### config.mk
export PLATFORM = sky130hd
export DESIGN_NAME = microwave_ctrl_flat
export DESIGN_NICKNAME = d
export VERILOG_FILES = /design/src/rtl/microwave_pkg.sv /design/src/rtl/microwave_if.sv /design/src/rtl/mw_time_reg.sv /design/src/rtl/microwave_ctrl.sv /design/src/flat_wrapper.sv
export SDC_FILE = /design/constraint.sdc
export NUM_CORES = 1
export LEC_CHECK = 0
export CAP_MARGIN = 20
export CORE_UTILIZATION = 49
export DETAILED_ROUTE_END_ITERATION = 8
export PLACE_DENSITY = 0.85
export SLEW_MARGIN = 20
export SYNTH_ARGS = -nofsm -noshare
export SYNTH_HDL_FRONTEND = slang
export SYNTH_SLANG_ARGS = --single-unit
export TNS_END_PERCENT = 20
### constraint.sdc
create_clock -name clk -period 2.3 [get_ports clk]
set_input_delay 0.345 -clock clk [delete_from_list [all_inputs] [get_ports clk]]
set_output_delay 0.345 -clock clk [all_outputs]
set_load 0.01 [all_outputs]
### src/rtl/microwave_pkg.sv
// Shared definitions for the microwave sequencing controller: state codes and default widths.
package microwave_pkg;

    typedef enum logic [1:0] {
        ST_IDLE  = 2'd0,
        ST_COOK  = 2'd1,
        ST_PAUSE = 2'd2,
        ST_DONE  = 2'd3
    } state_t;

    localparam int W_DEF = 4;

endpackage

### src/rtl/microwave_if.sv
// Front-panel / driver bundle: panel pulses and settings in, timer and driver enables out.
interface microwave_if
    import microwave_pkg::*;
#(
    parameter int W = W_DEF
) ();

    logic         tick;
    logic         start;
    logic         stop;
    logic         door_open;
    logic [W-1:0] tin;
    logic [1:0]   pwr;
    logic [W-1:0] remaining;
    logic [1:0]   state;
    logic         mag_on;
    logic         lamp;
    logic         beep;
    logic         busy;

    modport master (
        output tick, start, stop, door_open, tin, pwr,
        input  remaining, state, mag_on, lamp, beep, busy
    );

    modport slave (
        input  tick, start, stop, door_open, tin, pwr,
        output remaining, state, mag_on, lamp, beep, busy
    );

endinterface

### src/rtl/mw_time_reg.sv
// Remaining-time register: load, saturating increment, decrement and clear, with a one-second-left flag.
module mw_time_reg
    import microwave_pkg::*;
#(
    parameter int W = W_DEF
) (
    input  logic         clk,
    input  logic         rst,
    input  logic         load,
    input  logic         inc,
    input  logic         dec,
    input  logic         clr,
    input  logic [W-1:0] din,
    output logic [W-1:0] q,
    output logic         one_left
);

    always_ff @(posedge clk or posedge rst) begin
        if (rst) begin
            q <= '0;
        end else if (clr) begin
            q <= '0;
        end else if (load) begin
            q <= din;
        end else if (inc) begin
            if (q != '1) q <= q + W'(1);
        end else if (dec) begin
            // Never wraps below zero even if a stray dec arrives
            if (q != '0) q <= q - W'(1);
        end
    end

    assign one_left = (q == W'(1));

endmodule

### src/rtl/microwave_ctrl.sv
// Microwave sequencing FSM: cook-time countdown, door/stop pause, magnetron duty cycling, end beep.
module microwave_ctrl
    import microwave_pkg::*;
#(
    parameter int W           = W_DEF,
    parameter int DUTY_PERIOD = 4,
    parameter int BEEP_TICKS  = 3
) (
    input  logic        clk,
    input  logic        rst,
    microwave_if.slave  bus
);

    localparam int DW = (DUTY_PERIOD > 1) ? $clog2(DUTY_PERIOD) : 1;
    localparam int BW = (BEEP_TICKS > 1) ? $clog2(BEEP_TICKS) : 1;
    localparam logic [DW-1:0] DUTY_LAST = DW'(DUTY_PERIOD - 1);
    localparam logic [BW-1:0] BEEP_LAST = BW'(BEEP_TICKS - 1);

    state_t        st;
    logic [DW-1:0] duty_cnt;
    logic [DW-1:0] duty_nxt;
    logic [BW-1:0] beep_cnt;
    logic          beep_q;
    logic          t_load, t_inc, t_dec, t_clr;
    logic [W-1:0]  remaining;
    logic          one_left;

    assign duty_nxt = (duty_cnt == DUTY_LAST) ? '0 : duty_cnt + DW'(1);

    mw_time_reg #(.W(W)) u_time (
        .clk      (clk),
        .rst      (rst),
        .load     (t_load),
        .inc      (t_inc),
        .dec      (t_dec),
        .clr      (t_clr),
        .din      (bus.tin),
        .q        (remaining),
        .one_left (one_left)
    );

    always_comb begin
        t_load = 1'b0;
        t_inc  = 1'b0;
        t_dec  = 1'b0;
        t_clr  = 1'b0;
        case (st)
            ST_IDLE:  t_load = bus.start && !bus.door_open && (bus.tin != '0);
            ST_COOK: begin
                // Pause wins; start+tick cancels out and leaves the time untouched
                if (!(bus.door_open || bus.stop)) begin
                    if (bus.start && !bus.tick)      t_inc = 1'b1;
                    else if (bus.tick && !bus.start) begin
                        if (one_left) t_clr = 1'b1;
                        else          t_dec = 1'b1;
                    end
                end
            end
            ST_PAUSE: t_clr = bus.stop;
            default: ;
        endcase
    end

    always_ff @(posedge clk or posedge rst) begin
        if (rst) begin
            st       <= ST_IDLE;
            duty_cnt <= '0;
            beep_cnt <= '0;
            beep_q   <= 1'b0;
        end else begin
            case (st)
                ST_IDLE: begin
                    if (bus.start && !bus.door_open && (bus.tin != '0)) begin
                        st       <= ST_COOK;
                        duty_cnt <= '0;
                    end
                end
                ST_COOK: begin
                    if (bus.door_open || bus.stop) begin
                        st <= ST_PAUSE;
                    end else if (bus.tick) begin
                        if (!bus.start && one_left) begin
                            st       <= ST_DONE;
                            beep_cnt <= '0;
                            beep_q   <= 1'b1;
                        end else begin
                            duty_cnt <= duty_nxt;
                        end
                    end
                end
                ST_PAUSE: begin
                    if (bus.stop)                          st <= ST_IDLE;
                    else if (bus.start && !bus.door_open)  st <= ST_COOK;
                end
                ST_DONE: begin
                    if (bus.stop || bus.door_open) begin
                        st     <= ST_IDLE;
                        beep_q <= 1'b0;
                    end else if (bus.tick) begin
                        beep_cnt <= beep_cnt + BW'(1);
                        if (beep_cnt == BEEP_LAST) begin
                            st     <= ST_IDLE;
                            beep_q <= 1'b0;
                        end
                    end
                end
                default: st <= ST_IDLE;
            endcase
        end
    end

    // Door gating is combinational so the magnetron drops in the cycle the door opens
    assign bus.mag_on    = (st == ST_COOK) && !bus.door_open &&
                           ({{(32-DW){1'b0}}, duty_cnt} <= {30'd0, bus.pwr});
    assign bus.lamp      = bus.door_open || (st == ST_COOK);
    assign bus.busy      = (st == ST_COOK) || (st == ST_PAUSE);
    assign bus.state     = st;
    assign bus.remaining = remaining;
    assign bus.beep      = beep_q;

endmodule

### src/flat_wrapper.sv
// flat-port wrapper written by rule: the top's interface ports become plain ports
module microwave_ctrl_flat import microwave_pkg::*;
#(
    parameter int W           = W_DEF,
    parameter int DUTY_PERIOD = 4,
    parameter int BEEP_TICKS  = 3
)
  (clk, rst, bus_tick, bus_start, bus_stop, bus_door_open, bus_tin, bus_pwr, bus_remaining, bus_state, bus_mag_on, bus_lamp, bus_beep, bus_busy);
  microwave_if #(.W(W)) bus_i ();
  input  logic clk;
  input  logic rst;
  input wire logic [$bits(bus_i.tick)-1:0] bus_tick;
  input wire logic [$bits(bus_i.start)-1:0] bus_start;
  input wire logic [$bits(bus_i.stop)-1:0] bus_stop;
  input wire logic [$bits(bus_i.door_open)-1:0] bus_door_open;
  input wire logic [$bits(bus_i.tin)-1:0] bus_tin;
  input wire logic [$bits(bus_i.pwr)-1:0] bus_pwr;
  output wire logic [$bits(bus_i.remaining)-1:0] bus_remaining;
  output wire logic [$bits(bus_i.state)-1:0] bus_state;
  output wire logic [$bits(bus_i.mag_on)-1:0] bus_mag_on;
  output wire logic [$bits(bus_i.lamp)-1:0] bus_lamp;
  output wire logic [$bits(bus_i.beep)-1:0] bus_beep;
  output wire logic [$bits(bus_i.busy)-1:0] bus_busy;
  assign bus_i.tick = bus_tick;
  assign bus_i.start = bus_start;
  assign bus_i.stop = bus_stop;
  assign bus_i.door_open = bus_door_open;
  assign bus_i.tin = bus_tin;
  assign bus_i.pwr = bus_pwr;
  assign bus_remaining = bus_i.remaining;
  assign bus_state = bus_i.state;
  assign bus_mag_on = bus_i.mag_on;
  assign bus_lamp = bus_i.lamp;
  assign bus_beep = bus_i.beep;
  assign bus_busy = bus_i.busy;
  microwave_ctrl #(.W(W), .DUTY_PERIOD(DUTY_PERIOD), .BEEP_TICKS(BEEP_TICKS)) u_core (.clk(clk), .rst(rst), .bus(bus_i));
endmodule
Yosys cells after proc, flatten, opt, wreduce, memory -nomap -nowiden --
Cells that the tools add are included.
Word-level totals: output and inout bits 10, flip-flop bits (word level) 11, bits in latches 0, memories 0, bits of input ports 12, ROM bits 0, word-level logic and storage cells 104, bits in writable memories 0
Cells by class: div/mod/pow operators 0, add/sub/neg operators 4, equality and inequality tests 20, reductions and logical operators 25, bitwise operators 0, muxes and demuxes 49, $lt $le $gt $ge 1, multipliers 0, shift operators 0
Operators by type and width (count):
- 2-bit two-way mux | 19
- 4-bit two-way mux | 6
- 1-bit two-way mux | 19
- 6-bit AND reduction | 3
- 4-bit nonzero test | 4
- 2-bit != test (second input constant) | 5
- 3-bit by 2-bit != test with 1-bit output (second input constant) | 3
- 2-bit equality test (second input constant) | 4
- 2-bit one-hot mux with 2 select lines | 2
- 2-bit one-hot mux with 4 select lines | 1
- 1-bit logical AND | 7
- 3-bit by 1-bit != test with 1-bit output (second input constant) | 2
- 5-bit AND reduction | 1
- 2-bit by 1-bit adder with 2-bit output (second input constant) | 2
- 4-bit by 1-bit adder with 4-bit output (second input constant) | 1
- 4-bit by 1-bit equality test with 1-bit output (second input constant) | 1
- 2-bit by 1-bit != test with 1-bit output (second input constant) | 2
- 4-bit by 3-bit != test with 1-bit output (second input constant) | 1
- 4-bit != test (second input constant) | 1
- 1-bit one-hot mux with 2 select lines | 2
- 2-bit nonzero test | 2
- 4-bit by 1-bit subtractor with 4-bit output (second input constant) | 1
- 1-bit logical NOT | 3
- 1-bit logical OR | 3
- 4 further kinds | 4

Depth between registers and ports, before layout --
Gate-level depths: netlist (run 1).
word-level depth 10, gate-level depth with buffers 7, gate-level depth less buffers 7

Cells and area by module --
A second synthesis (run 1) with hierarchy kept.
Unflattened totals: cell total of the unflattened synthesis 122, area, all modules 1116.1 µm²
By module, submodules not included:
- microwave_ctrl | times used 1, area each 738.2 µm², cells an instance 78, sequential area each 175.2 µm²
- mw_time_reg | times used 1, area each 377.9 µm², cells an instance 44, sequential area each 100.1 µm²

Worst setup path before layout (run 1) --
OpenSTA, ideal clock, no wires.
path type register -> register, start register u_core.st[1] (netlist: u_core.bus.state[1]), end register u_core.u_time.q[3], setup time 121 ps, path buffers 0, clock period less this slack 2041 ps, data required time 2179 ps, slack 259 ps, arrival 1920 ps, cell stages (with the launch flop) 8, cells stage by stage dfrtp_1 inv_1 ha_1 or3b_1 or3b_1 a31oi_1 xnor2_1 a22o_1
On the way: cells in the longest elaborated chain, start to end 5, elaborated cells on any way between the ends 14, those cells by class eq/ne: 3; mux: 7; reduce/logical: 4
Ends and longest elaborated chain:
- start: declaration | line microwave_ctrl.sv:19 | state_t st;
- start signal: assignment | line microwave_ctrl.sv:66 | st <= ST_IDLE;
- start signal: assignment | line microwave_ctrl.sv:74 | st <= ST_COOK;
- start signal: assignment | line microwave_ctrl.sv:80 | st <= ST_PAUSE;
- parallel branches: the longest is 5 deep, another holds 4-bit by 3-bit != test with 1-bit output
- end signal: assignment | line mw_time_reg.sv:24 | q <= din;
- end signal: assignment | line mw_time_reg.sv:26 | if (q != '1) q <= q + W'(1);
- end signal: assignment | line mw_time_reg.sv:29 | if (q != '0) q <= q - W'(1);
- end: declaration | line mw_time_reg.sv:14 | output logic [W-1:0] q,
Several ways; the timed one is not identified. A chain may end at the register's enable or synchronous reset.

Worst setup path after layout (run 1) --
start register u_core.st[1] (netlist: u_core.bus.state[1]), end output port bus_lamp
On the way: cells in the longest elaborated chain, start to end 2
Ends and longest elaborated chain:
- 2-bit by 1-bit equality test with 1-bit output | line microwave_ctrl.sv:115 | assign bus.lamp = bus.door_open || (st == ST_COOK);
- 1-bit logical OR | line microwave_ctrl.sv:115
- end: declaration | line flat_wrapper.sv:21 | output wire logic [$bits(bus_i.lamp)-1:0] bus_lamp;
Every way passes these cells.

==> report_table.html, run 1 <==
<table>
<tr><th>Metric</th><th>Value</th></tr>
<tr><th colspan="2">GRT</th></tr>
<tr><td>Largest net degree at the start of global routing</td><td>16</td></tr>
<tr><td>Combined global-route utilization of all metal layers</td><td>24.6%</td></tr>
<tr><td>Congestion Overflow GR</td><td>0</td></tr>
<tr><td>Via count of the first global-routing pass</td><td>840</td></tr>
<tr><td>Global-route wire length before repair</td><td>3770 microns</td></tr>
<tr><td>Number of antenna violations at the first check in global routing</td><td>0</td></tr>
<tr><th colspan="2">Power</th></tr>
<tr><td>Leak pwr</td><td>0.570 nW</td></tr>
<tr><td>Maximum ir drop on the vdd rail</td><td>0.000824 V</td></tr>
<tr><td>Total power per unit cell area</td><td>1110 nW/um^2</td></tr>
<tr><td>Final Power</td><td>1.42 mW</td></tr>
<tr><th colspan="2">Logic synthesis</th></tr>
<tr><td>Fraction of the mapped netlist area in adder cells</td><td>15.4%</td></tr>
<tr><td>Multiplexer share of the synthesized area</td><td>4.23%</td></tr>
<tr><td>Synth Cell Area</td><td>977 sq um</td></tr>
<tr><td>Number of enable-type register cells in the synthesized netlist</td><td>0</td></tr>
<tr><td>Combinational family with the most area after synthesis</td><td>simple AND/OR/NAND/NOR gates</td></tr>
<tr><td>Share of synthesized registers carrying an async set or reset</td><td>100%</td></tr>
<tr><td>Post-synthesis register bit count</td><td>11</td></tr>
<tr><td>Post-Synthesis Cells</td><td>117</td></tr>
<tr><td>Mean cell area of the mapped netlist</td><td>8.35 sq um</td></tr>
<tr><td>Complex-gate fraction of the synthesized area</td><td>19.2%</td></tr>
<tr><td>Synthesis warning total</td><td>0</td></tr>
<tr><td>Top_reg_cell synth</td><td>sky130_fd_sc_hd__dfrtp_1</td></tr>
<tr><td>Synthesized net count</td><td>141</td></tr>
<tr><td>Post-synthesis simple-gate area fraction</td><td>25.0%</td></tr>
<tr><td>Parity-gate share of the synthesized area counting xor and xnor cells</td><td>2.69%</td></tr>
<tr><td>Part of the Yosys area used for sequential elements</td><td>28.2%</td></tr>
<tr><td>Number of distinct library cells after synthesis</td><td>32</td></tr>
<tr><th colspan="2">Outcome</th></tr>
<tr><td>Outcome</td><td>completed</td></tr>
<tr><th colspan="2">Worst setup path</th></tr>
<tr><td>End of the worst register-to-register path</td><td>u_core.u_time.q[3]$_DFFE_PP0P_</td></tr>
<tr><td>End of the critical path</td><td>bus_lamp</td></tr>
<tr><td>Category of the worst setup path launch point</td><td>flip-flop</td></tr>
<tr><td>Data arrival at the endpoint of the critical path</td><td>1.89 ns</td></tr>
<tr><td>Critical path data required time</td><td>1.96 ns</td></tr>
<tr><td>CP endpoint kind</td><td>output port</td></tr>
<tr><td>Maximum net fanout on the critical path</td><td>15</td></tr>
<tr><td>Reg-to-Reg Start</td><td>u_core.bus.state[1]$_DFFE_PP0P_</td></tr>
<tr><td>Slack of the worst reg-to-reg path</td><td>0.23 ns</td></tr>
<tr><td>Setup Crit Path Kind</td><td>flip-flop to output port</td></tr>
<tr><td>Source of the critical timing path</td><td>u_core.bus.state[1]$_DFFE_PP0P_</td></tr>
<tr><td>Cells on worst reg2reg path</td><td>7</td></tr>
<tr><th colspan="2">Clocking</th></tr>
<tr><td>Clock tree sinks</td><td>11</td></tr>
<tr><td>Maximum root-to-sink buffer count</td><td>2</td></tr>
<tr><td>Level count of the clock H-tree</td><td>1</td></tr>
<tr><td>Root buf cell</td><td>sky130_fd_sc_hd__clkbuf_4</td></tr>
<tr><td>Hold bufs inserted after CTS</td><td>0</td></tr>
<tr><td>Number of buffers added by the clock tree synthesis step</td><td>3</td></tr>
<tr><td>Clock transition at the registers of the reported paths</td><td>0.08 ns</td></tr>
<tr><td>CTS tree</td><td>done</td></tr>
<tr><td>Later-pin clock latency in the skew report</td><td>0.28 ns</td></tr>
<tr><th colspan="2">Cells and area</th></tr>
<tr><td>Fillers</td><td>147</td></tr>
<tr><td>Final Non-Filler Cells</td><td>171</td></tr>
<tr><td>Area of all placed cells without fillers</td><td>1280 sq um</td></tr>
<tr><td>Fraction of final layout cells with drive strength greater than 1</td><td>8.90%</td></tr>
<tr><td>Most common library cell in the layout ignoring fill and taps</td><td>sky130_fd_sc_hd__clkdlybuf4s50_1</td></tr>
<tr><td>Synth-to-Final Area Change</td><td>31.2%</td></tr>
<tr><td>Commonest non-fill, non-tap cells in the layout</td><td>20 x sky130_fd_sc_hd__clkdlybuf4s50_1, 15 x sky130_fd_sc_hd__nand2_1, 12 x sky130_fd_sc_hd__inv_1, 12 x sky130_fd_sc_hd__ha_1, 11 x sky130_fd_sc_hd__dfrtp_1</td></tr>
<tr><td>Antenna Diode Count</td><td>0</td></tr>
<tr><td>Final core area utilization</td><td>71.2%</td></tr>
<tr><td>Layout Nets</td><td>171</td></tr>
<tr><th colspan="2">Detailed routing</th></tr>
<tr><td>Initial DRC Count</td><td>35</td></tr>
<tr><td>Aggregate routed wire length</td><td>2420 microns</td></tr>
<tr><td>Via count of the routed design</td><td>953</td></tr>
<tr><td>Drt first pass iters</td><td>4</td></tr>
<tr><td>Via density per instance</td><td>5.57</td></tr>
<tr><td>Wirelength per Cell</td><td>14.1 microns</td></tr>
<tr><td>Number of design rule violations left after detail routing</td><td>0</td></tr>
<tr><td>Antenna violation net count after detailed routing</td><td>0</td></tr>
<tr><th colspan="2">Placed design</th></tr>
<tr><td>Post-Place Setup Slack</td><td>-0.0974 ns</td></tr>
<tr><td>Final Wtd Congestion</td><td>0.791</td></tr>
<tr><td>Port buffer count</td><td>21</td></tr>
<tr><td>Cell Area, Placed</td><td>1240 sq um</td></tr>
<tr><td>DP Wirelength</td><td>1810 microns</td></tr>
<tr><td>Cell total after placement</td><td>165</td></tr>
<tr><th colspan="2">Timing</th></tr>
<tr><td>Worst clock skew</td><td>0.00378 ns</td></tr>
<tr><td>Total Neg Setup Slack</td><td>0 ns</td></tr>
<tr><td>Final Hold Viols</td><td>0</td></tr>
<tr><td>Setup slack after layout</td><td>0.0626 ns</td></tr>
<tr><td>Highest clock rate</td><td>447 MHz</td></tr>
<tr><td>Setup-violating endpoint count in the final report</td><td>0</td></tr>
<tr><td>Max transition margin</td><td>69.0%</td></tr>
<tr><td>Final cycle utilization of the critical path</td><td>97.3%</td></tr>
<tr><td>Fin. max-slew vios</td><td>0</td></tr>
<tr><td>Min Clock Period, post-route</td><td>2.24 ns</td></tr>
<tr><td>Setup repair after global routing missed its margin</td><td>no</td></tr>
<tr><td>Worst-case hold slack</td><td>0.369 ns</td></tr>
<tr><td>Measured slew at the worst slew-check pin</td><td>0.464 ns</td></tr>
<tr><th colspan="2">Die</th></tr>
<tr><td>Die X</td><td>46.7 microns</td></tr>
<tr><td>Core Box Area</td><td>1800 sq um</td></tr>
<tr><td>Initial Utilization</td><td>54.2%</td></tr>
<tr><td>Die Area</td><td>2180 sq um</td></tr>
<tr><td>Number of rows in the core area</td><td>15</td></tr>
<tr><td>Count of boundary I/O pins</td><td>22</td></tr>
<tr><td>Die extent in y</td><td>46.7 microns</td></tr>
<tr><th colspan="2">Flow run</th></tr>
<tr><td>Max-cap violations</td><td>0</td></tr>
<tr><th colspan="2">Hold path</th></tr>
<tr><td>Class of the tightest hold or removal check</td><td>input port to async pin</td></tr>
</table>
==> flip-flops by register name (all words and copies together) (netlist names) <==
register          count
u_core.bus.state      2
u_core.beep_cnt       2
u_core.u_time.q       4
u_core.bus.beep       1
u_core.duty_cnt       2
==> layout make-up <==
cell class	count	area (sq um)	area share [%]
clock buffer	3	22.5	1.76
clock inverter	1	5.00	0.390
inverter	12	45.0	3.51
multi-input combinational	92	649	50.6
sequential	11	275	21.5
tap	25	31.3	2.44
timing repair buffer	27	254	19.8
==> report_power, final <==
part	switching, mW	total (mW)	leakage, nW	internal [mW]
clock	0.0744	0.139	0.0177	0.0646
combinational	0.432	0.904	0.416	0.471
sequential	0.101	0.376	0.136	0.275
==> cell usage after synthesis (3+ instances only) <==
cell type / instances / area (sq um)
sky130_fd_sc_hd__nand2_1: 15 / 56.3
sky130_fd_sc_hd__nor3b_1: 3 / 22.5
sky130_fd_sc_hd__a21oi_1: 7 / 35.0
sky130_fd_sc_hd__nor2_1: 6 / 22.5
sky130_fd_sc_hd__nor2b_1: 3 / 18.8
sky130_fd_sc_hd__inv_1: 12 / 45.0
sky130_fd_sc_hd__xnor2_1: 3 / 26.3
sky130_fd_sc_hd__mux2i_1: 3 / 30.0
sky130_fd_sc_hd__o21ai_0: 5 / 25.0
sky130_fd_sc_hd__nand3_1: 5 / 25.0
sky130_fd_sc_hd__ha_1: 12 / 150
sky130_fd_sc_hd__a22o_1: 5 / 43.8
sky130_fd_sc_hd__dfrtp_1: 11 / 275
==> worst min-delay path by stage <==
| stage | depth (start not counted) | startpoint | end |
|---|---|---|---|
| detailed placement | 2 | u_core.beep_cnt[1]$_DFFE_PP0P_ | u_core.beep_cnt[1]$_DFFE_PP0P_ |
| global placement | 2 | u_core.beep_cnt[1]$_DFFE_PP0P_ | u_core.beep_cnt[1]$_DFFE_PP0P_ |
| CTS | 2 | rst | u_core.duty_cnt[0]$_DFFE_PP0P_ |
| floorplan | 1 | rst | u_core.beep_cnt[0]$_DFFE_PP0P_ |
| global route | 2 | rst | u_core.beep_cnt[1]$_DFFE_PP0P_ |
| finish | 2 | rst | u_core.bus.state[0]$_DFFE_PP0P_ |
==> layer usage <==
layer	routed length (microns)	global-route usage, %	vias up
li1	-	-	473
met1	1120	34.3	443
met2	1120	38.6	33
met3	154	4.71	4
met4	27	6.86	0
met5	0	0	-
==> critical path, stage by stage, from the launching register on <==
cell                              delay [ns]
sky130_fd_sc_hd__dfrtp_1                0.40
sky130_fd_sc_hd__inv_1                  0.08
sky130_fd_sc_hd__ha_1                   0.19
sky130_fd_sc_hd__buf_4                  0.19
sky130_fd_sc_hd__or2_2                  0.28
sky130_fd_sc_hd__clkdlybuf4s50_1        0.48
==> cells by family (layout without fill, tap and decap cells) <==
logic type / Yosys count / after routing
buffers and inverters: 14 / 43
multiplexers: 4 / 4
XOR/XNOR: 3 / 3
adder cells (fa/ha/maj): 12 / 12
flip-flops: 11 / 11
AND/OR/NAND/NOR: 46 / 46
AO/OA/AOI/OAI: 27 / 27
==> what timing repair did <==
item / 4_1_cts / 5_1_grt
gates cloned: 0 / 0
pin swaps: 0 / 0
buffers inserted: 0 / 2
endpoints found under the hold margin: 0 / 0
resized for setup: 1 / 0
setup endpoints to repair: 1 / 1
Note: power is estimated with default switching activity, not from simulation.
==> run 2: changes to the inputs <==
Settings changed: CAP_MARGIN 20 to default, CORE_MARGIN from default to 3.
==> run 2 against run 1 <==
Core utilization decreased by 0.28 points; clock-buffer cell count unchanged; global-route usage decreased by 3.7 points; combinational power shrank 2.8%; worst hold slack got worse by 0.0047 ns; die area is 18% higher; sequential cell count unchanged; clock skew decreased by 0.0017 ns; total power down 1.3%.
==> report_table.html, run 2 (same netlist as run 1, synthesis figures left out) <==
<table>
<tr><th>Metric</th><th>Value</th></tr>
<tr><th colspan="2">Cells and area</th></tr>
<tr><td>Sequential standard cell area</td><td>275 sq um</td></tr>
<tr><td>Most common library cell in the layout ignoring fill and taps</td><td>sky130_fd_sc_hd__clkdlybuf4s50_1</td></tr>
<tr><td>Fillers</td><td>142</td></tr>
<tr><td>Fraction of final layout cells with drive strength greater than 1</td><td>8.28%</td></tr>
<tr><td>Area occupied by multi-input gates</td><td>649 sq um</td></tr>
<tr><td>Commonest non-fill, non-tap cells in the layout</td><td>19 x sky130_fd_sc_hd__clkdlybuf4s50_1, 15 x sky130_fd_sc_hd__nand2_1, 12 x sky130_fd_sc_hd__inv_1, 12 x sky130_fd_sc_hd__ha_1, 11 x sky130_fd_sc_hd__dfrtp_1</td></tr>
<tr><td>Max FFs per register</td><td>4</td></tr>
<tr><td>Antenna Diode Count</td><td>0</td></tr>
<tr><td>Final Non-Filler Cells</td><td>170</td></tr>
<tr><td>Synth-to-Final Area Change</td><td>30.7%</td></tr>
<tr><td>Layout Nets</td><td>170</td></tr>
<tr><td>Largest register by flop count</td><td>u_core.u_time.q</td></tr>
<tr><th colspan="2">Detailed routing</th></tr>
<tr><td>Number of design rule violations left after detail routing</td><td>0</td></tr>
<tr><td>Wire length on met3</td><td>120 microns</td></tr>
<tr><td>Drt first pass iters</td><td>4</td></tr>
<tr><td>Via count of the routed design</td><td>966</td></tr>
<tr><td>Aggregate routed wire length</td><td>2390 microns</td></tr>
<tr><td>Wirelength per Cell</td><td>14.0 microns</td></tr>
<tr><td>Initial DRC Count</td><td>20</td></tr>
<tr><td>Uppermost routed layer</td><td>met4</td></tr>
<tr><td>Met1 layer wirelength in the final routing</td><td>1090 microns</td></tr>
<tr><td>Antenna violation net count after detailed routing</td><td>0</td></tr>
<tr><td>Routed wire length on met2</td><td>1160 microns</td></tr>
<tr><td>Via density per instance</td><td>5.68</td></tr>
<tr><th colspan="2">Power</th></tr>
<tr><td>Leak pwr</td><td>0.571 nW</td></tr>
<tr><td>Maximum ir drop on the vdd rail</td><td>0.000733 V</td></tr>
<tr><td>Total power per unit cell area</td><td>1100 nW/um^2</td></tr>
<tr><th colspan="2">Timing</th></tr>
<tr><td>Highest clock rate</td><td>465 MHz</td></tr>
<tr><td>Final Hold Viols</td><td>0</td></tr>
<tr><td>Fin. max-slew vios</td><td>0</td></tr>
<tr><td>Max transition margin</td><td>69.4%</td></tr>
<tr><td>Worst clock skew</td><td>0.00208 ns</td></tr>
<tr><td>Setup repair after global routing missed its margin</td><td>no</td></tr>
<tr><td>Measured slew at the worst slew-check pin</td><td>0.458 ns</td></tr>
<tr><td>Final cycle utilization of the critical path</td><td>93.5%</td></tr>
<tr><td>Min Clock Period, post-route</td><td>2.15 ns</td></tr>
<tr><td>Setup slack after layout</td><td>0.149 ns</td></tr>
<tr><td>Total Neg Setup Slack</td><td>0 ns</td></tr>
<tr><td>Setup-violating endpoint count in the final report</td><td>0</td></tr>
<tr><th colspan="2">Clocking</th></tr>
<tr><td>Maximum root-to-sink buffer count</td><td>2</td></tr>
<tr><td>Later-pin clock latency in the skew report</td><td>0.28 ns</td></tr>
<tr><td>CTS tree</td><td>done</td></tr>
<tr><td>Clock transition at the registers of the reported paths</td><td>0.08 ns</td></tr>
<tr><td>Clock tree sinks</td><td>11</td></tr>
<tr><td>Hold bufs inserted after CTS</td><td>0</td></tr>
<tr><td>Number of buffers added by the clock tree synthesis step</td><td>3</td></tr>
<tr><td>Root buf cell</td><td>sky130_fd_sc_hd__clkbuf_4</td></tr>
<tr><td>Level count of the clock H-tree</td><td>1</td></tr>
<tr><th colspan="2">Die</th></tr>
<tr><td>Core Box Area</td><td>1800 sq um</td></tr>
<tr><td>Die X</td><td>50.7 microns</td></tr>
<tr><td>Die Area</td><td>2570 sq um</td></tr>
<tr><td>Die extent in y</td><td>50.7 microns</td></tr>
<tr><td>Initial Utilization</td><td>54.2%</td></tr>
<tr><td>Number of rows in the core area</td><td>15</td></tr>
<tr><td>Count of boundary I/O pins</td><td>22</td></tr>
<tr><th colspan="2">GRT</th></tr>
<tr><td>Global-route wire length before repair</td><td>4090 microns</td></tr>
<tr><td>Number of antenna violations at the first check in global routing</td><td>0</td></tr>
<tr><td>Combined global-route utilization of all metal layers</td><td>21.0%</td></tr>
<tr><td>Congestion Overflow GR</td><td>0</td></tr>
<tr><td>Largest net degree at the start of global routing</td><td>16</td></tr>
<tr><td>Via count of the first global-routing pass</td><td>904</td></tr>
<tr><th colspan="2">Placed design</th></tr>
<tr><td>DP Wirelength</td><td>1850 microns</td></tr>
<tr><td>Cell total after placement</td><td>165</td></tr>
<tr><td>Post-Place Setup Slack</td><td>-0.143 ns</td></tr>
<tr><td>Port buffer count</td><td>21</td></tr>
<tr><td>Final Wtd Congestion</td><td>0.891</td></tr>
<tr><th colspan="2">Worst setup path</th></tr>
<tr><td>Category of the worst setup path launch point</td><td>input port</td></tr>
<tr><td>Critical path data required time</td><td>1.96 ns</td></tr>
<tr><td>Crit-path max cell delay</td><td>0.46 ns</td></tr>
<tr><td>Data arrival at the endpoint of the critical path</td><td>1.81 ns</td></tr>
<tr><td>CP endpoint kind</td><td>output port</td></tr>
<tr><td>Slowest stage cell, crit path</td><td>sky130_fd_sc_hd__clkdlybuf4s50_1</td></tr>
<tr><td>Most common cell on crit path</td><td>sky130_fd_sc_hd__a21oi_1</td></tr>
<tr><td>Maximum net fanout on the critical path</td><td>2</td></tr>
<tr><td>Critical path cell sequence</td><td>clkdlybuf4s50_1, inv_1, ha_1, a21oi_1, a21oi_1, nor3b_1, dlygate4sd2_1</td></tr>
<tr><td>Setup Crit Path Kind</td><td>input port to output port</td></tr>
<tr><th colspan="2">Flow run</th></tr>
<tr><td>Max-cap violations</td><td>0</td></tr>
<tr><th colspan="2">Hold path</th></tr>
<tr><td>Class of the tightest hold or removal check</td><td>input port to async pin</td></tr>
<tr><th colspan="2">Outcome</th></tr>
<tr><td>Outcome</td><td>completed</td></tr>
</table>
==> run 2: cell count changes in the layout (fill, tap and decap cells not counted), sizes merged <==
cell / delta
buf: -1
clkdlybuf4s50: -1
dlymetal6s2s: +1
==> run 2: what timing repair did <==
item	CTS	global route
resized for setup	1	1
buffers inserted	0	1
endpoints found under the setup margin	1	1
==> run 2: worst paths after layout <==
kind / start / end / slack (ns) / cells past startpoint
max: bus_pwr[1] / bus_mag_on / 0.15 / 7
min: rst / u_core.beep_cnt[1]$_DFFE_PP0P_ / 0.36 / 2
max reg2reg: u_core.bus.state[1]$_DFFE_PP0P_ / u_core.u_time.q[3]$_DFFE_PP0P_ / 0.25 / 7
min reg2reg: u_core.beep_cnt[1]$_DFFE_PP0P_ / u_core.beep_cnt[1]$_DFFE_PP0P_ / 0.53 / 2
max in group asynchronous: rst / u_core.u_time.q[2]$_DFFE_PP0P_ / 1.62 / 2
min in group clk: u_core.beep_cnt[1]$_DFFE_PP0P_ / u_core.beep_cnt[1]$_DFFE_PP0P_ / 0.53 / 2
==> run 2: report_power, final <==
part	internal, mW	switching, mW	total, mW	leakage (nW)
clock	0.0646	0.0760	0.141	0.0177
sequential	0.275	0.106	0.381	0.136
combinational	0.460	0.418	0.879	0.417
==> run 2: stage by stage <==
stage          power (mW)  util, %  area [sq um]  hold slack (ns)
6_report             1.40     70.9          1280            0.364
5_1_grt              1.54     70.9          1280            0.395
4_1_cts              1.41     70.3          1270            0.376
3_5_place_dp         1.25     68.9          1240            0.513
3_3_place_gp         1.22     68.9          1240            0.504
2_1_floorplan       0.926        -           977            0.197
==> run 2: critical path: cells and delay by family <==
| family | cells | cell delay (ns) |
|---|---|---|
| and+or+nand+nor | 1 | 0.17 |
| buffers and inverters | 3 | 0.79 |
| adders and majority gates | 1 | 0.30 |
| AOI/OAI and AO/OA | 2 | 0.20 |
==> run 2: metal layers <==
layer | up-vias | GRT usage, %
met5 | - | 0
met4 | 0 | 2.69
met3 | 2 | 7.12
met2 | 22 | 33.5
met1 | 467 | 28.0
li1 | 475 | -
==> run 2: final cells by class <==
cell class / instances / share of cell area, %
Multi-Input combinational cell: 92 / 50.8
Sequential cell: 11 / 21.5
Timing Repair Buffer: 26 / 19.5
Inverter: 12 / 3.53
Tap cell: 25 / 2.45
Clock buffer: 3 / 1.76
Clock inverter: 1 / 0.392
